**src/rtl/axis_pkg.sv**
```systemverilog
// rtl/axis_pkg.sv - shared types and helpers for the axis_s stream slave
package axis_pkg;

  typedef enum logic [1:0] {
    IDLE    = 2'd0,
    RUN     = 2'd1,
    DISCARD = 2'd2
  } axis_s_state_t;

  function automatic int len_w(input int max_len);
    return $clog2(max_len);
  endfunction

endpackage

```
**src/rtl/d0fifo.sv**
```systemverilog
// rtl/d0fifo.sv - parameterised synchronous FIFO with optional status flags
module d0fifo #(
  parameter int WIDTH    = 8,
  parameter int SIZE     = 4,
  parameter int FULL     = 1,
  parameter int EMPTY    = 1,
  parameter int VALID    = 1,
  parameter int PEEK     = 1,
  parameter int AL_FULL  = 0,
  parameter int AL_EMPTY = 0,
  parameter int ACK      = 0,
  parameter int FLUSH    = 0
) (
  input  logic             clk,
  input  logic             rst_n,
  input  logic             flush,
  input  logic             push,
  input  logic [WIDTH-1:0] push_data,
  input  logic             pop,
  output logic [WIDTH-1:0] pop_data,
  output logic             full,
  output logic             empty,
  output logic             valid
);

  localparam int AW = (SIZE > 1) ? $clog2(SIZE) : 1;
  localparam int CW = $clog2(SIZE + 1);
  localparam logic [CW-1:0] FULL_AT  = CW'((AL_FULL != 0) ? SIZE - 1 : SIZE);
  localparam logic [CW-1:0] EMPTY_AT = CW'((AL_EMPTY != 0) ? 1 : 0);
  localparam logic [AW-1:0] LAST_PTR = AW'(SIZE - 1);

  logic [WIDTH-1:0] mem_q [SIZE];
  logic [WIDTH-1:0] mem_d [SIZE];
  logic [AW-1:0]    wr_ptr_q, wr_ptr_d;
  logic [AW-1:0]    rd_ptr_q, rd_ptr_d;
  logic [CW-1:0]    cnt_q, cnt_d;
  logic             full_q, full_d;
  logic             do_push, do_pop, flush_en;

  always_comb begin
    do_pop   = pop && (cnt_q != '0);
    // without ACK a write into a full FIFO is allowed when a pop frees the slot
    do_push  = push && ((ACK != 0) ? !full_q : (!full_q || do_pop));
    flush_en = (FLUSH != 0) && flush;
    mem_d    = mem_q;
    wr_ptr_d = wr_ptr_q;
    rd_ptr_d = rd_ptr_q;
    cnt_d    = cnt_q + CW'(do_push) - CW'(do_pop);
    if (do_push) begin
      mem_d[wr_ptr_q] = push_data;
      wr_ptr_d = (wr_ptr_q == LAST_PTR) ? '0 : wr_ptr_q + 1'b1;
    end
    if (do_pop) begin
      rd_ptr_d = (rd_ptr_q == LAST_PTR) ? '0 : rd_ptr_q + 1'b1;
    end
    if (flush_en) begin
      wr_ptr_d = '0;
      rd_ptr_d = '0;
      cnt_d    = '0;
    end
    full_d = (cnt_d >= FULL_AT);
  end

  always_ff @(posedge clk or negedge rst_n) begin
    if (!rst_n) begin
      for (int i = 0; i < SIZE; i++) mem_q[i] <= '0;
      wr_ptr_q <= '0;
      rd_ptr_q <= '0;
      cnt_q    <= '0;
      full_q   <= 1'b0;
    end else begin
      mem_q    <= mem_d;
      wr_ptr_q <= wr_ptr_d;
      rd_ptr_q <= rd_ptr_d;
      cnt_q    <= cnt_d;
      full_q   <= full_d;
    end
  end

  generate
    if (PEEK != 0) begin : g_peek
      assign pop_data = mem_q[rd_ptr_q];
    end else begin : g_reg
      logic [WIDTH-1:0] rdata_q, rdata_d;
      always_comb begin
        rdata_d = rdata_q;
        if (do_pop) rdata_d = mem_q[rd_ptr_q];
      end
      always_ff @(posedge clk or negedge rst_n) begin
        if (!rst_n) rdata_q <= '0;
        else        rdata_q <= rdata_d;
      end
      assign pop_data = rdata_q;
    end
  endgenerate

  assign full  = (FULL  != 0) ? full_q : 1'b0;
  assign empty = (EMPTY != 0) ? (cnt_q <= EMPTY_AT) : 1'b0;
  assign valid = (VALID != 0) ? (cnt_q != '0) : 1'b0;

endmodule

```
**src/rtl/axis_s.sv**
```systemverilog
// rtl/axis_s.sv - length-checked AXI-Stream slave with local buffered output port
module axis_s
  import axis_pkg::*;
#(
  parameter int WIDTH   = 32,
  parameter int MAX_LEN = 128,
  parameter int DEPTH   = 4
) (
  input  logic                       clk,
  input  logic                       rst_n,
  input  logic [WIDTH-1:0]           s_axis_tdata,
  input  logic                       s_axis_tvalid,
  output logic                       s_axis_tready,
  input  logic                       s_axis_tlast,
  output logic [WIDTH-1:0]           data_out,
  output logic                       last_out,
  output logic                       valid_out,
  input  logic                       ready_in,
  input  logic                       config_valid,
  input  logic [$clog2(MAX_LEN)-1:0] config_len,
  output logic                       busy,
  output logic                       err_early,
  output logic                       err_late
);

  localparam int LW = len_w(MAX_LEN);

  axis_s_state_t state_q, state_d;
  logic [LW-1:0] count_q, count_d;
  logic [LW-1:0] len_q, len_d;
  logic          err_early_q, err_early_d;
  logic          err_late_q, err_late_d;
  logic          hs, push, pop, mark;
  logic          full, empty, fifo_valid;
  logic [WIDTH:0] head;

  assign s_axis_tready = (state_q == RUN) ? ~full : (state_q == DISCARD);
  assign hs            = s_axis_tvalid && s_axis_tready;

  always_comb begin
    state_d     = state_q;
    count_d     = count_q;
    len_d       = len_q;
    err_early_d = 1'b0;
    err_late_d  = 1'b0;
    push        = 1'b0;
    mark        = s_axis_tlast || (count_q == len_q);
    case (state_q)
      IDLE: begin
        if (config_valid && (config_len != '0)) begin
          len_d   = config_len;
          count_d = LW'(1);
          state_d = RUN;
        end
      end
      RUN: begin
        if (hs) begin
          push = 1'b1;
          if (s_axis_tlast) begin
            err_early_d = (count_q != len_q);
            state_d     = IDLE;
          end else if (count_q == len_q) begin
            err_late_d = 1'b1;
            state_d    = DISCARD;
          end else begin
            count_d = count_q + 1'b1;
          end
        end
      end
      DISCARD: begin
        // drop until the sender's own tlast so the next packet starts aligned
        if (hs && s_axis_tlast) state_d = IDLE;
      end
      default: state_d = IDLE;
    endcase
  end

  always_ff @(posedge clk or negedge rst_n) begin
    if (!rst_n) begin
      state_q     <= IDLE;
      count_q     <= LW'(1);
      len_q       <= '0;
      err_early_q <= 1'b0;
      err_late_q  <= 1'b0;
    end else begin
      state_q     <= state_d;
      count_q     <= count_d;
      len_q       <= len_d;
      err_early_q <= err_early_d;
      err_late_q  <= err_late_d;
    end
  end

  d0fifo #(
    .WIDTH    (WIDTH + 1),
    .SIZE     (DEPTH),
    .FULL     (1),
    .EMPTY    (1),
    .VALID    (1),
    .PEEK     (1),
    .AL_FULL  (0),
    .AL_EMPTY (0),
    .ACK      (0),
    .FLUSH    (0)
  ) u_fifo (
    .clk       (clk),
    .rst_n     (rst_n),
    .flush     (1'b0),
    .push      (push),
    .push_data ({mark, s_axis_tdata}),
    .pop       (pop),
    .pop_data  (head),
    .full      (full),
    .empty     (empty),
    .valid     (fifo_valid)
  );

  assign pop       = fifo_valid && ready_in;
  assign valid_out = ~empty;
  assign data_out  = head[WIDTH-1:0];
  assign last_out  = head[WIDTH];
  assign busy      = (state_q != IDLE);
  assign err_early = err_early_q;
  assign err_late  = err_late_q;

endmodule

```
**config.mk**
```make
export PLATFORM = sky130hd
export DESIGN_NAME = axis_s
export DESIGN_NICKNAME = d
export VERILOG_FILES = /design/src/rtl/axis_pkg.sv /design/src/rtl/d0fifo.sv /design/src/rtl/axis_s.sv
export SDC_FILE = /design/constraint.sdc
export NUM_CORES = 1
export LEC_CHECK = 0
export CORE_UTILIZATION = 40
export DETAILED_ROUTE_END_ITERATION = 10
export MAX_ROUTING_LAYER = met4
export PLACE_DENSITY_LB_ADDON = 0.3
export SYNTH_ARGS = -nofsm -noshare
export SYNTH_HDL_FRONTEND = slang
export SYNTH_HIERARCHICAL = 1
export SYNTH_SLANG_ARGS = --single-unit
```
**constraint.sdc**
```tcl
create_clock -name clk -period 2.42 [get_ports clk]
set_input_delay 0.484 -clock clk [delete_from_list [all_inputs] [get_ports clk]]
set_output_delay 0.484 -clock clk [all_outputs]
set_load 0.02 [all_outputs]
```
# Yosys cells after proc, flatten, opt, wreduce, memory -nomap -nowiden
# Cells that the tools add are included.
word_totals:
  regBits: 158
  input_bits: 45
  out_inout_bits: 38
  elab_cells: 86
op_classes:
  add_sub_neg: 5
  magnitude_cmp: 5
  eq_ne: 12
  n_mux: 29
  bitwise_logic: 4
  reduce_logical: 18
ops:
  columns: ["op", "count"]
  rows:
  - ["132-bit bitwise mux", 1]
  - ["33-bit two-way mux", 3]
  - ["33-bit binary-select mux with 2-bit select", 1]
  - ["33-bit demux with 2-bit select", 1]
  - ["7-bit two-way mux", 4]
  - ["2-bit two-way mux", 7]
  - ["7-bit case mux with 2 select lines", 1]
  - ["1-bit two-way mux", 10]
  - ["3-bit greater-or-equal comparator, second input constant", 3]
  - ["2-bit != test, second input constant", 4]
  - ["7-bit by 1-bit adder with 7-bit output, second input constant", 1]
  - ["7-bit equality test", 1]
  - ["1-bit logical AND", 7]
  - ["7-bit != test", 1]
  - ["7-bit nonzero test", 1]
  - ["2-bit equality test, second input constant", 3]
  - ["2-bit inverter with 3-bit output", 2]
  - ["2-bit case mux with 3 select lines", 1]
  - ["5-bit AND reduction", 1]
  - ["2-bit by 1-bit adder with 2-bit output, second input constant", 2]
  - ["4-bit AND reduction", 1]
  - ["2-bit nonzero test", 2]
  - ["3-bit by 1-bit adder with 3-bit output", 1]
  - ["3-bit by 1-bit <= comparator with 1-bit output, second input constant", 1]
  - ["other kinds (11)", 13]

# Longest topological paths before layout
# Gate-level depths: netlist of run 1.
depth:
  word_depth: 9
  depth_mapped: 11
  depth_no_buf: 11

# Cells and area by module
# The synthesis of run 1 kept the hierarchy.
modules_own_cells:
  columns: ["module", "instances", "cells_each", "area_per_inst_um2", "seq_area_each_um2"]
  rows:
  - ["d0fifo", 1, 359, 6660.1, 3478.3]
  - ["axis_s", 1, 89, 947.2, 451.7]

# Worst setup path before layout of run 1
# OpenSTA, ideal clock, no wires.
synth_path:
  path_kind: "register to register"
  startpoint: "reg u_fifo.cnt_q[2]"
  endpoint: "reg u_fifo.cnt_q[2]"
  setup_ps: 126
  arrival_time_ps: 2313
  required_ps: 2294
  slack_ps: -20
  path_stages_with_launch: 12
  path_buffers: 0
  synth_period_minus_slack_ps: 2440
  path_cell_list: "dfrtp_1 -> or3_1 -> and2_1 -> nand2b_4 -> nand2_1 -> ha_1 -> inv_1 -> ha_1 -> inv_1 -> fa_1 -> xnor2_1 -> xnor2_1"
synth_via:
  elab_chain_cells: 7
synth_lines:
  columns: ["element", "line_no", "text"]
  rows:
  - ["from (decl)", "d0fifo.sv:36", "logic [CW-1:0] cnt_q, cnt_d;"]
  - ["from (signal assigned)", "d0fifo.sv:75", "cnt_q <= cnt_d;"]
  - ["3-bit nonzero test (*)", "d0fifo.sv:99", "assign valid = (VALID != 0) ? (cnt_q != '0) : 1'b0;"]
  - ["net fifo_valid", "axis_s.sv:34", "logic full, empty, fifo_valid;"]
  - ["1-bit logical AND (*)", "axis_s.sv:118", "assign pop = fifo_valid && ready_in;"]
  - ["net pop", "axis_s.sv:33", "logic hs, push, pop, mark;"]
  - ["1-bit logical AND (*)", "d0fifo.sv:41", "do_pop = pop && (cnt_q != '0);"]
  - ["1-bit logical OR", "d0fifo.sv:43", "do_push = push && ((ACK != 0) ? !full_q : (!full_q || do_pop));"]
  - ["1-bit logical AND", "d0fifo.sv:43", null]
  - ["3-bit by 1-bit adder with 3-bit output", "d0fifo.sv:48", "cnt_d = cnt_q + CW'(do_push) - CW'(do_pop);"]
  - ["3-bit by 1-bit subtractor with 3-bit output (*)", "d0fifo.sv:48", null]
  - ["net u_fifo.cnt_d[2]", "d0fifo.sv:36", null]
# The timed path passes the listed nets; every way through them passes the cells marked *.
# A chain may end at the register's enable or synchronous reset.

# Final worst setup path of run 1
layout_path:
  startpoint: "reg u_fifo.rd_ptr_q[0]"
  endpoint: "out data_out[6]"
layout_via:
  elab_chain_cells: 4
layout_lines:
  columns: ["element", "line_no", "text"]
  rows:
  - ["from (decl)", "d0fifo.sv:35", "logic [AW-1:0] rd_ptr_q, rd_ptr_d;"]
  - ["from (signal assigned)", "d0fifo.sv:74", "rd_ptr_q <= rd_ptr_d;"]
  - ["2-bit inverter with 3-bit output (implied by the code)", "d0fifo.sv:82", "assign pop_data = mem_q[rd_ptr_q];"]
  - ["33-bit binary-select mux with 2-bit select", "d0fifo.sv:82", null]
  - ["33-bit two-way mux (implied by the code) (2 in series)", "d0fifo.sv:82", null]
  - ["to (decl)", "axis_s.sv:15", "output logic [WIDTH-1:0] data_out,"]
# Every way passes these cells. The select of a mux whose other input is x is not followed.

==> run_results.csv, run 1 <==
group,metric,value,unit
floorplan,num_rows,50,
drt,drt_wl_total,16.09,mm
timing,slew_viol_final,0,
clocking,clkSlewWorstSetupHoldPaths,0.07,ns
worst_setup_path,cp-startpoint,"u_fifo/rd_ptr_q[0]",
power_and_ir_drop,ir_drop,0.0005584,V
power_and_ir_drop,leakage,4.315,nW
drt,dr.pass1.iters,4,
worst_setup_path,worst_ep_required_time,1.94,ns
worst_setup_path,r2r-start,"u_fifo/cnt_q[0]",
final_layout,diodes,0,
worst_setup_path,critPathKind,"reg -> out",
timing,setup_ws,0.06536,ns
timing,post-route-min-period,2.355,ns
timing,fin_crit_sh,0.9730,
timing,tightestPinTransition,0.5683,ns
timing,fmax,424.7,MHz
worst_setup_path,worstPathMaxFanout,9,
worst_setup_path,end_kind,"primary output",
drt,avgRoutedWirePerCell,19.63,um
job,drv_cap,0,
global_routing,grt_max_degree,58,
final_layout,area_delta_synth_final,25.82,%
floorplan,die_y,139.9,um
drt,antenna_left,0,
timing,final_hold_viol_count,0,
global_routing,grt_pass1_vias,5004,
drt,vias_per_cell,5.155,
drt,drt-initial-drc-count,134,
worst_setup_path,regToRegSetupSlack,0.09,ns
floorplan,core-area,18640,sq um
clocking,clk-insertion-delay-late,0.42,ns
timing,setup_tns,0,ns
yosys,ys_warn_count,6,
final_layout,fin_util,0.5132,
placement,hpwlAfterDp,10.13,mm
outcome,status,"completed",
floorplan,initial_core_util,0.4079,
yosys,synth_cells,447,
clocking,cts-buffers-inserted,17,
global_routing,track_usage,0.1859,
placement,dp_slack,-0.2204,ns
worst_setup_path,critPathArrivalTime,1.87,ns
drt,drcViolationCount,0,
clocking,clkSinkCount,157,
floorplan,design.die.area,19560,sq um
placement,routabilityCongestion,0.7775,
clocking,clockBufferDepth,2,
timing,relSlewSlack,0.6211,
power_and_ir_drop,total_power,13.16,mW
global_routing,grt_overflow_total,0,
floorplan,die_x,139.9,um
placement,portBuffers,82,
global_routing,grt_pass1_wl,27.19,mm
yosys,syn_area,7604,sq um
worst_setup_path,crit_end,"data_out[6]",
worst_setup_path,start_kind,"flop",
final_layout,drive_gt1_frac,0.5188,
floorplan,ios,83,
timing,setup_viol_count_final,0,
drt,dr_total_vias,4227,
worst_setup_path,r2r-end,"u_fifo/cnt_q[2]",
clocking,cts_tree,"yes",
timing,skew,0.01237,ns
global_routing,antenna_found_initial,0,
timing,hold_slack,0.02509,ns
power_and_ir_drop,power_density,1375,nW/um^2
yosys,synth_nets,501,
yosys,synth_area_per_cell,17.01,sq um
worst_hold_path,hp-class,"in -> async",
clocking,ctsRootBufferMaster,"clkbuf_16",
worst_setup_path,rr_worst_depth,11,
clocking,htree_levels,4,
final_layout,finalNetCount,627,
power breakdown:
group          switching [mW]  internal [mW]  total, mW
clock network            1.15           1.36       2.51
registers               0.717           3.82       4.54
logic                    2.46           3.65       6.11
total                    4.33           8.83       13.2
flip-flops by register name, summed over array words and instances, names as in the netlist:
signal,flops
state_q,2
err_early,1
u_fifo/rd_ptr_q,2
count_q,7
u_fifo/wr_ptr_q,2
u_fifo/mem_q,132
err_late,1
len_q,7
u_fifo/cnt_q,3
timing repair:
item,in CTS,in global routing
hold buffers,0,0
endpoints found under the setup margin,35,30
gates resized for setup,84,28
buffers inserted,16,5
pin swaps,7,8
area by class of cell:
type                            instances  area, sq um
Timing Repair Buffer                  132         1295
Inverter                                9        33.78
Multi-Input combinational cell        256         3463
Sequential cell                       157         3933
Clock buffer                           18        439.2
Tap cell                              234        292.8
Fill cell                            1549         9076
Clock inverter                         14        110.1
worst max-delay path, cell delays in order, from the launching register on:
cell and delay, ns:
dfrtp_2 0.45, buf_12 0.17, mux4_2 0.51, clkdlybuf4s15_1 0.32
per-layer routing:
| metal | vias to the layer above | part of all wire | global-route usage |
|---|---|---|---|
| met1 | 2244 | 0.44 | 0.2233 |
| met4 | 0 | 0.023 | 0.06940 |
| li1 | 1877 | - | - |
| met3 | 32 | 0.033 | 0.04164 |
| met2 | 74 | 0.50 | 0.3055 |
| met5 | - | 0 | - |
placed cells by master, fill, tap and decap left out, types with 7 or more instances in the layout:
master and instances:
xor2_1 7, mux2_2 22, buf_12 13, mux2_4 121, buf_2 10, dfrtp_1 154
buf_4 36, nor2_1 10, inv_1 7, mux4_2 33, clkbuf_16 17, clkdlybuf4s50_1 47
clkdlybuf4s15_1 10
through the flow:
step	instances	area (sq um)
after floorplan	447	7604
final	820	9567
after detailed placement	769	8886
after global routing	820	9567
after global placement	769	8886
after CTS	817	9518
worst min path at each step:
| stage | start | end | depth (start not counted) |
|---|---|---|---|
| after floorplan | rst_n | count_q[1] | 0 |
| after global placement | u_fifo/mem_q[79] | u_fifo/mem_q[79] | 1 |
| after detailed placement | u_fifo/mem_q[41] | u_fifo/mem_q[41] | 1 |
| after CTS | rst_n | u_fifo/mem_q[114] | 1 |
| after global routing | rst_n | u_fifo/mem_q[114] | 1 |
| final | rst_n | u_fifo/mem_q[114] | 1 |
No activity file was read; power rests on OpenSTA's default activity.
==> run 2, diff against run 1 <==
--- a/config.mk
+++ b/config.mk
@@ -7,6 +7,7 @@
 export LEC_CHECK = 0
 export CORE_UTILIZATION = 40
 export DETAILED_ROUTE_END_ITERATION = 10
+export DONT_BUFFER_PORTS = 1
 export MAX_ROUTING_LAYER = met4
 export PLACE_DENSITY_LB_ADDON = 0.3
 export SYNTH_ARGS = -nofsm -noshare
==> run_results.csv, run 2 (synthesized netlist as in run 1, its figures left out) <==
group,metric,value,unit
outcome,status,"complete, but fails checks",
outcome,violations,"hold timing",
timing,post-route-min-period,2.397,ns
worst_setup_path,rr_worst_depth,11,
timing,skew,0.01144,ns
placement,routabilityCongestion,0.7659,
worst_setup_path,crit_end,"u_fifo/cnt_q[2]",
drt,antenna_left,0,
final_layout,drive_gt1_frac,0.5278,
worst_setup_path,end_kind,"flop",
worst_setup_path,critPathKind,"reg -> reg",
worst_setup_path,worst_ep_required_time,2.73,ns
global_routing,use_met1,0.2035,
final_layout,diodes,0,
global_routing,track_usage,0.1684,
clocking,ctsRootBufferMaster,"clkbuf_16",
global_routing,grt_max_degree,158,
final_layout,reg_top3,"u_fifo/mem_q: 132 flops, count_q: 7 flops, len_q: 7 flops",
timing,relSlewSlack,0.4733,
placement,hpwlAfterDp,8.439,mm
drt,drcViolationCount,0,
placement,portBuffers,0,
final_layout,fin_util,0.4539,
global_routing,antenna_found_initial,0,
job,drv_cap,0,
global_routing,grt_overflow_total,0,
clocking,clkSlewWorstSetupHoldPaths,0.06,ns
power_and_ir_drop,leakage,3.773,nW
drt,vias_per_cell,5.319,
final_layout,instances_no_fill,702,
floorplan,ios,83,
clocking,clk-insertion-delay-late,0.43,ns
worst_setup_path,r2r-start,"u_fifo/cnt_q[2]",
timing,slew_viol_final,0,
drt,dr_total_vias,3734,
timing,setup_viol_count_final,0,
final_layout,post-route-cell-area,8462,sq um
final_layout,fillerInstances,1612,
worst_hold_path,hp-class,"in -> async",
final_layout,finalNetCount,509,
drt,dr.pass1.iters,4,
power_and_ir_drop,power_density,1450,nW/um^2
global_routing,grt_pass1_vias,4220,
worst_setup_path,worstPathMaxFanout,3,
worst_setup_path,r2r-end,"u_fifo/cnt_q[2]",
clocking,cts_tree,"yes",
drt,drt_wl_total,14.78,mm
worst_setup_path,critPathArrivalTime,2.71,ns
drt,avgRoutedWirePerCell,21.05,um
global_routing,busiest_layer,"met2",
clocking,htree_levels,4,
worst_setup_path,start_kind,"flop",
worst_setup_path,cp-startpoint,"u_fifo/cnt_q[2]",
timing,fmax,417.3,MHz
drt,drt-initial-drc-count,81,
floorplan,initial_core_util,0.4079,
timing,tightestPinTransition,0.7900,ns
floorplan,core-area,18640,sq um
clocking,clockBufferDepth,2,
final_layout,multiInputGateArea,3462,sq um
worst_setup_path,regToRegSetupSlack,0.02,ns
global_routing,grt_pass1_wl,24.03,mm
global_routing,met3_usage,0.05816,
floorplan,num_rows,50,
final_layout,largest_reg_flops,132,
floorplan,design.die.area,19560,sq um
timing,fin_crit_sh,0.9903,
floorplan,die_y,139.9,um
final_layout,area_delta_synth_final,11.29,%
clocking,cts-buffers-inserted,17,
timing,hold_slack,-0.2541,ns
power_and_ir_drop,ir_drop,0.0005066,V
final_layout,top_register,"u_fifo/mem_q",
final_layout,final_cell_mix,"dfrtp_1, mux2_4, mux4_2",
placement,placed_area,7776,sq um
final_layout,layout_commonest_cell,"dfrtp_1",
final_layout,seqCellArea,3933,sq um
placement,dp_cells,667,
timing,final_hold_viol_count,156,
clocking,clkSinkCount,157,
global_routing,grtUsageMet2,0.2684,
floorplan,die_x,139.9,um
## run 2: critical path: stages, from the launching register on
cell and delay (ns):
dfrtp_1 0.38, or3_4 0.40, and2_4 0.17, nand2b_4 0.14
nand2_4 0.08, ha_4 0.20, inv_2 0.06, ha_4 0.12
inv_1 0.05, fa_2 0.40, xnor2_2 0.15, xnor2_1 0.13
## run 2: report_power, final
group	internal (mW)	leakage (nW)	switching (mW)	total, mW
Combinational	2.80	1.52	2.14	4.94
Clock	1.64	0.301	1.16	2.80
Sequential	3.82	1.96	0.714	4.53
Total	8.27	3.77	4.01	12.3
## run 2: final cells by class
type / instances / area share
Sequential cell: 157 / 0.4647
Multi-Input combinational cell: 256 / 0.4091
Timing Repair Buffer: 14 / 0.01538
Tap cell: 234 / 0.03460
Clock buffer: 17 / 0.05027
Clock inverter: 15 / 0.02188
Inverter: 9 / 0.003992
## run 2: stage by stage
step / power (mW) / setup WS [ns] / hold slack [ns] / setup TNS [ns]
floorplan: 8.543 / 0.02981 / 0.1884 / 0
global placement: 9.225 / 0.07692 / 0.1937 / 0
detailed placement: 9.414 / -0.05167 / 0.1918 / -0.05167
CTS: 12.31 / 0.005384 / -0.2745 / 0
global route: 12.92 / -0.01532 / -0.2863 / -0.01532
finish: 12.27 / 0.02341 / -0.2541 / 0
## run 2: how the worst min path moves through the flow
stage | start | end | cells after the start
floorplan | rst_n | count_q[1] | 0
global route | rst_n | u_fifo/mem_q[81] | 0
global placement | rst_n | u_fifo/mem_q[81] | 0
finish | rst_n | u_fifo/mem_q[15] | 0
detailed placement | rst_n | u_fifo/mem_q[81] | 0
CTS | rst_n | u_fifo/mem_q[81] | 0
## run 2: per-layer routing
layer  up-vias  share of wire
li1       1644              -
met1      2017           0.45
met2        61           0.51
met3        12          0.040
met4         0         0.0092
met5         -              0
## run 2: what timing repair did
item,4_1_cts,5_1_grt
gates resized for setup,3,8
setup endpoints to repair,1,1
hold endpoints to repair,157,157
pin swaps,2,5
setup buffers,1,2
